[src/rtl/clock_time_counter.sv]
// BCD hh:mm:ss time-of-day counter advanced by rising edges of a 1 Hz strobe,
// with validated parallel load and 12/24-hour formats.
module clock_time_counter #(
  parameter int HOURS = 24  // 12 or 24; any value other than 12 behaves as 24
) (
  input  logic       clk,
  input  logic       rst,
  input  logic       puls_1,
  input  logic       run_en,
  input  logic       load,
  input  logic [7:0] load_h,
  input  logic [7:0] load_m,
  input  logic [7:0] load_s,
  input  logic       load_pm,
  output logic [7:0] hour_bcd,
  output logic [7:0] min_bcd,
  output logic [7:0] sec_bcd,
  output logic       pm,
  output logic       sec_pulse,
  output logic       hour_chime,
  output logic       load_err
);

  localparam bit         FMT12      = (HOURS == 12);
  localparam logic [7:0] HOUR_RESET = FMT12 ? 8'h12 : 8'h00;

  logic puls_d;
  logic tick;
  logic load_ok;

  function automatic logic [7:0] bcd_inc(input logic [7:0] v);
    if (v[3:0] == 4'd9) return {v[7:4] + 4'd1, 4'd0};
    else                return {v[7:4], v[3:0] + 4'd1};
  endfunction

  function automatic logic is_bcd(input logic [7:0] v);
    return (v[7:4] <= 4'd9) && (v[3:0] <= 4'd9);
  endfunction

  function automatic logic [7:0] next_hour(input logic [7:0] h);
    if (FMT12) begin
      if (h == 8'h12) return 8'h01;
      else            return bcd_inc(h);
    end else begin
      if (h == 8'h23) return 8'h00;
      else            return bcd_inc(h);
    end
  endfunction

  assign tick = puls_1 & ~puls_d;

  // Once every nibble is a valid digit, BCD values order the same as binary.
  always_comb begin
    load_ok = is_bcd(load_h) && is_bcd(load_m) && is_bcd(load_s) &&
              (load_m <= 8'h59) && (load_s <= 8'h59);
    if (FMT12) load_ok = load_ok && (load_h >= 8'h01) && (load_h <= 8'h12);
    else       load_ok = load_ok && (load_h <= 8'h23);
  end

  // NOTE: sequential state uses non-blocking assignments so every register
  // samples the pre-edge values, independent of statement order.
  always_ff @(posedge clk) begin
    if (rst) begin
      puls_d     <= 1'b1;
      hour_bcd   <= HOUR_RESET;
      min_bcd    <= 8'h00;
      sec_bcd    <= 8'h00;
      pm         <= 1'b0;
      sec_pulse  <= 1'b0;
      hour_chime <= 1'b0;
      load_err   <= 1'b0;
    end else begin
      puls_d     <= puls_1;
      sec_pulse  <= 1'b0;
      hour_chime <= 1'b0;
      load_err   <= 1'b0;
      if (load) begin
        // A load always consumes the cycle; a coincident tick is dropped.
        if (load_ok) begin
          hour_bcd <= load_h;
          min_bcd  <= load_m;
          sec_bcd  <= load_s;
          pm       <= FMT12 ? load_pm : 1'b0;
        end else begin
          load_err <= 1'b1;
        end
      end else if (tick && run_en) begin
        sec_pulse <= 1'b1;
        if (sec_bcd == 8'h59) begin
          sec_bcd <= 8'h00;
          if (min_bcd == 8'h59) begin
            min_bcd    <= 8'h00;
            hour_chime <= 1'b1;
            hour_bcd   <= next_hour(hour_bcd);
            if (FMT12 && hour_bcd == 8'h11) pm <= ~pm;
          end else begin
            min_bcd <= bcd_inc(min_bcd);
          end
        end else begin
          sec_bcd <= bcd_inc(sec_bcd);
        end
      end
    end
  end

endmodule

[config.mk]
export PLATFORM = sky130hd
export DESIGN_NAME = clock_time_counter
export DESIGN_NICKNAME = d
export VERILOG_FILES = /design/src/rtl/clock_time_counter.sv
export SDC_FILE = /design/constraint.sdc
export NUM_CORES = 1
export LEC_CHECK = 0
export ABC_AREA = 1
export BUFFER_PORTS_ARGS = -buffer_cell sky130_fd_sc_hd__buf_2
export CELL_PAD_IN_SITES_DETAIL_PLACEMENT = 2
export CELL_PAD_IN_SITES_GLOBAL_PLACEMENT = 2
export CORE_MARGIN = 2
export CORE_UTILIZATION = 29
export CTS_BUF_LIST = sky130_fd_sc_hd__clkbuf_4 sky130_fd_sc_hd__clkbuf_8
export DETAILED_ROUTE_END_ITERATION = 8
export PLACE_DENSITY = 0.95
export SLEW_MARGIN = 20
export SYNTH_ARGS = -nofsm -noshare
export SYNTH_HDL_FRONTEND = slang
export SYNTH_SLANG_ARGS = --single-unit
[constraint.sdc]
create_clock -name clk -period 4.5 [get_ports clk]
set_input_delay 0.9 -clock clk [delete_from_list [all_inputs] [get_ports clk]]
set_output_delay 0.9 -clock clk [all_outputs]
set_load 0.02 [all_outputs]
==> results of run 1 <==
-- power groups by stage --
stage	Combinational (uW)	Clock (uW)	Sequential, uW
floorplan	65.0	0	283
global route	132	179	272
finish	118	169	270
CTS	120	174	270
detailed placement	118	0	275
global placement	110	0	275
-- worst min-delay path by stage --
stage	end	depth (start not counted)	slack [ns]
floorplan	sec_pulse	3	0.48
detailed placement	min_bcd[2]	2	0.52
finish	min_bcd[2]	2	0.53
global route	min_bcd[3]	2	0.58
global placement	min_bcd[2]	2	0.50
CTS	min_bcd[2]	2	0.54
-- per-layer routing --
layer | GRT usage | vias up | part of all wire
li1 | - | 1070 | -
met4 | 0.0483 | 0 | 0.013
met3 | 0.0200 | 7 | 0.027
met5 | 0 | - | 0
met1 | 0.231 | 1101 | 0.43
met2 | 0.382 | 35 | 0.53
-- final cells by class --
cell class              instances  area, um2  area share
multi-input cells             231       1180       0.508
flip-flops and latches         28        561       0.240
repair buffers                 55        275       0.118
inverters                      43        161      0.0692
well taps                      77       96.3      0.0413
clock buffers                   4       55.1      0.0236
-- stage by stage --
stage | utilization | worst slack [ns] | total power [uW]
floorplan | - | 2.65 | 348
global placement | 0.353 | 1.68 | 385
detailed placement | 0.353 | 1.57 | 393
CTS | 0.361 | 1.84 | 563
global route | 0.361 | 1.66 | 583
finish | 0.361 | 1.85 | 557
-- synthesized netlist by cell type (2+ instances only) --
cell,n
a21oi_1,12
buf_2,5
buf_4,2
clkbuf_1,2
dfxtp_1,28
ha_1,10
inv_1,38
inv_2,5
nand2_1,84
nand2_2,4
nand3_1,26
nand3_4,2
nand4_1,7
nor2_1,46
nor2_4,2
o21ai_0,19
xnor2_1,5
xor2_1,4
-- flip-flops by register name, summed over array words and instances (netlist names) --
signal,cells
hour_bcd,8
min_bcd,8
sec_bcd,8
hour_chime,1
load_err,1
puls_d,1
sec_pulse,1
-- cells by family after synthesis --
family / after synthesis
AOI/OAI and AO/OA: 35
xor gates and xnor gates: 9
buffers and inverters: 53
other: 1
DFF: 28
adders and majority gates: 10
and+or+nand+nor: 176
-- critical path, cell delays in order --
cell and delay (ns):
buf_2 0.46, inv_2 0.25, nand2_1 0.44, nand2_2 0.18
inv_2 0.17, nand3_4 0.14, nand2_1 0.15, nand2_1 0.07
nor2_1 0.10
==> run_results.csv, run 1 <==
group,metric,value,unit
cts,cts_resized,0,
layout,num-fill-cells,838,
yosys,yosys.area_share.adder,0.0637,
routing,detailroute.via_count,2213,
worst_setup_path,crit_type,"in -> reg",
global_routing,grt_remaining_overflow,0,
yosys,syn_nets,352,
yosys,synthXorXnorAreaFrac,0.0401,
outcome,status,"complete, no violations",
cts,cts_setup_buffers,0,
yosys,synth_top_family_by_area,"simple AND/OR/NAND/NOR gates",
flow_run,cap_violations,0,
timing,fmax,0.378,GHz
yosys,async_flop_share,0,
timing,setup_viol,0,
timing,clock-skew-final,0.00358,ns
power,power.share.sequential,0.485,
cts,clock_latency,0.29,ns
worst_setup_path,worstPathMaxFanout,30,
floorplan,die_w,86.3,um
layout,layout-drive-gt1-share,0.208,
worst_setup_path,worstPathArrival,2.88,ns
yosys,ys_ff_latch,28,
global_routing,antenna_found_initial,0,
routing,totalWireLength,7.11,mm
timing,worst_pin_slew,0.627,ns
worst_setup_path,endpoint,"min_bcd[7]",
yosys,synth.top_cells.by_area,"dfxtp_1 (29%), nand2_1 (16%), nor2_1 (8.8%)",
min_path,holdCritPathClass,"reg -> reg",
layout,design_area,2330,um2
layout,final_nets,402,
timing,slew_headroom,0.581,
floorplan,io-pin-count,58,
timing,maxSlewViolCount,0,
cts,clock-sinks,28,
yosys,seq_area_frac_synth,0.285,
place,place_area,2280,um2
power,pwr-share-clk,0.304,
yosys,ys_warn_count,0,
place,place_hpwl,5.49,mm
routing,ant_nets,0,
layout,area_delta_synth_final,18.7,%
timing,rsz0062_at_grt,"no",
cts,clock_path_buffers,2,
yosys,syn_avg_cell_area,6.30,um2
layout,layout_common_cells,"nand2_1 (84), buf_2 (55), nor2_1 (46), inv_1 (38), dfxtp_1 (28)",
cts,cts-root-buf,"clkbuf_8",
place,io_buffer_count,55,
global_routing,grt_max_degree,31,
worst_setup_path,crit_path_start,"load",
floorplan,coreArea,6460,um2
floorplan,die-area,7450,um2
worst_setup_path,r2r_end,"min_bcd[7]",
worst_setup_path,rr_worst_depth,11,
layout,final_cells,438,
layout,layout_commonest_cell,"nand2_1",
routing,drc_errors,0,
yosys,synth_compound_area_frac,0.0930,
cts,cts_tree,"done",
timing,period_share,0.588,
place,placed_cells,434,
layout,num_antenna_cells,0,
worst_setup_path,critPathRequiredTime,4.73,ns
yosys,synth.largest_area_cell,"dfxtp_1",
floorplan,die_h,86.3,um
power,p_int,375,uW
place,place_congestion,0.792,
routing,post_drt_wl_per_cell,16.2,um
routing,dr.pass1.iters,4,
power,peakVddDrop,0.126,mV
floorplan,start_util,0.304,
worst_setup_path,crit_path_end_kind,"flop",
routing,drt_iter0_markers,41,
timing,min_period,2.65,ns
power,swShare,0.327,
global_routing,grt_pass1_wl,11.7,mm
timing,tns,0,ns
yosys,yosys.area_share.simple,0.404,
yosys,ys_types,29,
power,comb_power_share,0.211,
yosys,netlist_area,1960,um2
yosys,synthCells,312,
power,p_switching,182,uW
cts,holdBufCountCts,0,
power,power.density,239,nW/um2
global_routing,grt_use_total,0.197,
floorplan,num_rows,29,
yosys,synthMuxAreaShare,0,
cts,numCtsBuffers,3,
cts,htreeDepth,1,
cts,path_clk_slew,0.10,ns
timing,worst_hold_slack,0.531,ns
yosys,synth_edf_count,0,
worst_setup_path,cp-start-kind,"input port",
timing,hold_viol_final,0,
global_routing,first_global_vias,2412,
worst_setup_path,ff2ff_setup_slack,2.64,ns
yosys,netlist.area_leader.share,0.285,
yosys,ys.flop_type,"dfxtp_1",
worst_setup_path,worstReg2RegStart,"sec_bcd[0]",
min_path,hp-start,"min_bcd[2]",
routing,routed_via_density,5.05,
power,power_leakage,0.00123,uW
Note: power is estimated with default switching activity, not from simulation.
==> run 2, diff against run 1 <==
- CORE_UTILIZATION: 29 -> 27
- PLACE_DENSITY: 0.95 -> 0.91
- clock period: 4.5 -> 2.6 ns (I/O delays scaled with it)
==> run_results.csv, run 2 (synthesis gave the netlist of run 1 again) <==
group,metric,value,unit
timing,rsz0062_at_grt,"no",
timing,min_period,1.90,ns
timing,clock-skew-final,0.00273,ns
cts,cts_resized,0,
global_routing,grt_remaining_overflow,0,
worst_setup_path,ff2ff_setup_slack,0.70,ns
global_routing,grt_pass1_wl,11.2,mm
floorplan,die_w,89.3,um
worst_setup_path,worstPathArrival,2.13,ns
outcome,status,"complete, no violations",
routing,dr.pass1.iters,4,
timing,period_share,0.729,
timing,hold_viol_final,0,
flow_run,cap_violations,0,
min_path,holdCritPathClass,"in -> reg",
worst_setup_path,crit_path_end_kind,"flop",
timing,fmax,0.527,GHz
cts,holdBufCountCts,0,
power,power.density,406,nW/um2
layout,layout_common_cells,"nand2_1 (84), buf_2 (55), nor2_1 (46), inv_1 (38), dfxtp_1 (28)",
power,report.power.total,965,uW
timing,slew_headroom,0.591,
floorplan,start_util,0.275,
global_routing,grt_use_total,0.182,
global_routing,grt_max_degree,23,
layout,area_delta_synth_final,20.9,%
timing,setup_viol,0,
place,place_area,2320,um2
routing,detailroute.via_count,2182,
routing,ant_nets,0,
floorplan,die_h,89.3,um
worst_setup_path,cp_cell_sequence,"ha_1 > nand2_1 > nor2_1 > nand2_1 > nand2_1 > nand2_2 > inv_2 > nand3_4 > nand2_1 > nand2_1 > nor2_1",
layout,final_nets,404,
place,place_congestion,0.792,
cts,clock-sinks,28,
global_routing,first_global_vias,2366,
cts,cts_tree,"done",
cts,path_clk_slew,0.10,ns
power,peakVddDrop,0.168,mV
layout,layout_commonest_cell,"nand2_1",
layout,design_area,2370,um2
routing,drt_iter0_markers,63,
routing,routed_via_density,4.72,
cts,numCtsBuffers,3,
routing,drc_errors,0,
cts,cts-root-buf,"clkbuf_8",
global_routing,antenna_found_initial,0,
timing,tns,0,ns
floorplan,io-pin-count,58,
worst_setup_path,crit_path_start,"sec_bcd[0]",
routing,post_drt_wl_per_cell,14.9,um
timing,worst_pin_slew,0.612,ns
worst_setup_path,cp_common_cell,"nand2_1",
worst_setup_path,worstPathMaxFanout,8,
layout,layout-drive-gt1-share,0.212,
cts,cts_setup_buffers,0,
timing,maxSlewViolCount,0,
cts,htreeDepth,1,
worst_setup_path,slowest_delay,0.44,ns
worst_setup_path,slowest_stage,"dfxtp_1",
worst_setup_path,critPathRequiredTime,2.84,ns
worst_setup_path,crit_type,"reg -> reg",
routing,totalWireLength,6.88,mm
cts,clock_path_buffers,2,
floorplan,coreArea,7140,um2
cts,clock_latency,0.29,ns
place,io_buffer_count,55,
worst_setup_path,cp-start-kind,"flop",
timing,worst_hold_slack,0.420,ns
layout,top_regs,"hour_bcd x8, min_bcd x8, sec_bcd x8",
floorplan,die-area,7970,um2
place,place_hpwl,5.37,mm
layout,num_antenna_cells,0,
worst_setup_path,worstReg2RegStart,"sec_bcd[0]",
min_path,hp-start,"puls_1",
power,power_leakage,0.00124,uW
floorplan,num_rows,31,
-- run 2: cell types whose count changed in the layout (fill, tap and decap cells not counted) --
cell   previous run  this run
buf_4             0         2
-- run 2: worst max-delay path, delay by kind of cell, from the launching register on --
| family | cells | cell delay, ns |
|---|---|---|
| AND/OR/NAND/NOR | 9 | 1.07 |
| flip-flops | 1 | 0.44 |
| adder cells (fa/ha/maj) | 1 | 0.19 |
| buffers and inverters | 1 | 0.15 |
-- run 2: metrics by stage --
stage / utilization / setup slack [ns] / std cells
floorplan: - / 1.01 / 312
global placement: 0.325 / 0.533 / 458
detailed placement: 0.325 / 0.440 / 458
CTS: 0.333 / 0.683 / 462
global route: 0.333 / 0.512 / 462
finish: 0.333 / 0.704 / 462
-- run 2: final timing paths --
check,endpoint,cells past startpoint
worst max-delay path,min_bcd[4],11
worst min-delay path,puls_d,3
worst max register to register,min_bcd[4],11
worst min register to register,min_bcd[2],2
-- run 2: layout make-up --
| type | instances | area (um2) |
|---|---|---|
| Multi-Input combinational cell | 231 | 1180 |
| Fill cell | 936 | 4760 |
| Inverter | 43 | 161 |
| Timing Repair Buffer | 57 | 290 |
| Tap cell | 99 | 124 |
| Clock buffer | 4 | 55.1 |
| Sequential cell | 28 | 561 |
-- run 2: where the power goes --
group | switching, uW | leakage [uW] | internal (uW)
sequential | 22.0 | 0.000228 | 445
clock | 156 | 0.0000288 | 137
combinational | 135 | 0.000984 | 69.4
total | 314 | 0.00124 | 651
-- run 2: per-layer routing --
metal	vias to the layer above	part of all wire	track usage
met5	-	0	0
met3	5	0.025	0.0231
li1	1079	-	-
met1	1068	0.42	0.210
met2	30	0.54	0.352
met4	0	0.011	0.0393
==> run 3, diff against run 2 <==
- CORE_UTILIZATION: 27 -> 25
- PLACE_DENSITY: 0.91 -> 0.89
- clock period: 2.6 -> 1.6 ns (I/O delays scaled with it)
==> run_results.csv, run 3 (synthesis gave the netlist of run 1 again) <==
group,metric,value,unit
global_routing,antenna_found_initial,0,
routing,wl_met1,3.32,mm
worst_setup_path,cp_cell_sequence,"inv_2 > ha_4 > nand2_4 > nor2_4 > buf_4 > nor2_2 > inv_2 > o21ai_0 > nand3_1 > a21oi_1",
place,io_buffer_count,55,
global_routing,grt_pass1_wl,12.7,mm
power,power.density,651,nW/um2
power,report.power.total,1770,uW
timing,min_period,1.53,ns
layout,num_antenna_cells,0,
routing,detailroute.via_count,2303,
layout,layout_commonest_cell,"nand2_1",
routing,route.met2.wl,4.21,mm
floorplan,io-pin-count,58,
global_routing,first_global_vias,2588,
cts,numCtsBuffers,3,
place,pre_cts_ws,-0.228,ns
cts,clock_path_buffers,2,
timing,maxSlewViolCount,0,
layout,top_regs,"hour_bcd x8, min_bcd x8, sec_bcd x8",
place,place_area,2480,um2
timing,postLayoutSetupSlackWorst,0.0724,ns
worst_setup_path,crit_type,"reg -> reg",
cts,cts-root-buf,"clkbuf_8",
layout,final_nets,431,
floorplan,die_h,92.6,um
floorplan,num_rows,32,
min_path,holdCritPathClass,"in -> reg",
layout,fin_util,0.354,
worst_setup_path,worstPathArrival,1.76,ns
floorplan,die_w,92.6,um
layout,area_delta_synth_final,38.3,%
power,power_leakage,0.00140,uW
routing,routed_via_density,4.68,
global_routing,grt_max_degree,17,
place,place_congestion,0.796,
cts,path_clk_slew,0.11,ns
floorplan,start_util,0.256,
outcome,status,"complete, no violations",
routing,dr.pass1.iters,3,
routing,drt_iter0_markers,27,
flow_run,cap_violations,0,
routing,ant_nets,0,
timing,fmax,0.655,GHz
global_routing,grt_remaining_overflow,0,
timing,period_share,0.955,
place,place_hpwl,5.83,mm
layout,design_area,2720,um2
worst_setup_path,slowest_stage,"dfxtp_2",
timing,rsz0062_at_grt,"yes",
worst_setup_path,slowest_delay,0.35,ns
cts,clock-sinks,28,
routing,totalWireLength,7.80,mm
timing,hold_viol_final,0,
worst_setup_path,crit_path_end_kind,"flop",
floorplan,die-area,8580,um2
power,peakVddDrop,0.296,mV
layout,layout_common_cells,"nand2_1 (78), buf_2 (55), nor2_1 (40), inv_1 (34), buf_4 (28)",
timing,setup_viol,0,
layout,num-fill-cells,984,
cts,clock_latency,0.30,ns
cts,holdBufCountCts,0,
worst_setup_path,worstPathMaxFanout,8,
worst_setup_path,critPathRequiredTime,1.83,ns
routing,top_layer,"met4",
cts,htreeDepth,1,
routing,wl_met3,183,um
worst_setup_path,cp_common_cell,"inv_2",
cts,cts_tree,"done",
worst_setup_path,cp-start-kind,"flop",
layout,layout-drive-gt1-share,0.344,
routing,drc_errors,0,
global_routing,grt_use_total,0.186,
floorplan,coreArea,7690,um2
routing,post_drt_wl_per_cell,15.9,um
timing,clock-skew-final,0.00689,ns
==> run 3: critical path: cells and delay by family (launching register included) <==
| kind | cells | cell delay [ns] |
|---|---|---|
| adders and majority gates | 1 | 0.15 |
| and+or+nand+nor | 4 | 0.34 |
| buffers and inverters | 3 | 0.29 |
| DFF | 1 | 0.35 |
| AOI/OAI and AO/OA | 2 | 0.33 |
==> run 3: cell type report <==
type | instances | area (um2) | area share
clock buffer | 3 | 41.3 | 0.0152
clock inverter | 1 | 30.0 | 0.0110
inverter | 43 | 164 | 0.0603
multi-input combinational | 231 | 1290 | 0.473
sequential | 28 | 572 | 0.210
tap | 102 | 128 | 0.0470
timing repair buffer | 84 | 497 | 0.183
==> run 3: what timing repair did <==
action	CTS	global route
endpoints found under the setup margin	18	19
resized for setup	19	27
setup buffers	5	1
hold endpoints to repair	0	0
pin swaps	8	8
==> run 3: power breakdown <==
| group | internal [uW] | switching [uW] | total [uW] |
|---|---|---|---|
| combinational | 156 | 256 | 412 |
| clock | 337 | 271 | 608 |
| sequential | 723 | 26.7 | 750 |
==> run 3: path summary, 6_finish.rpt <==
path	startpoint	to	slack [ns]	depth (start not counted)
max	sec_bcd[1]	sec_bcd[1]	0.07	10
min	puls_1	puls_d	0.22	3
max reg2reg	sec_bcd[1]	sec_bcd[1]	0.07	10
min reg2reg	min_bcd[3]	min_bcd[3]	0.51	2
==> run 3: per-layer routing <==
layer,track usage,vias to the layer above
li1,-,1134
met1,0.217,1133
met2,0.361,31
met3,0.0187,5
met4,0.0466,0
met5,0,-
==> run 3: metrics by stage <==
step / TNS [ns] / hold WS, ns / cells
floorplan: 0 / 0.408 / 312
global placement: -2.21 / 0.497 / 482
detailed placement: -3.85 / 0.523 / 482
CTS: 0 / 0.225 / 491
global route: -0.213 / 0.237 / 492
finish: 0 / 0.217 / 492
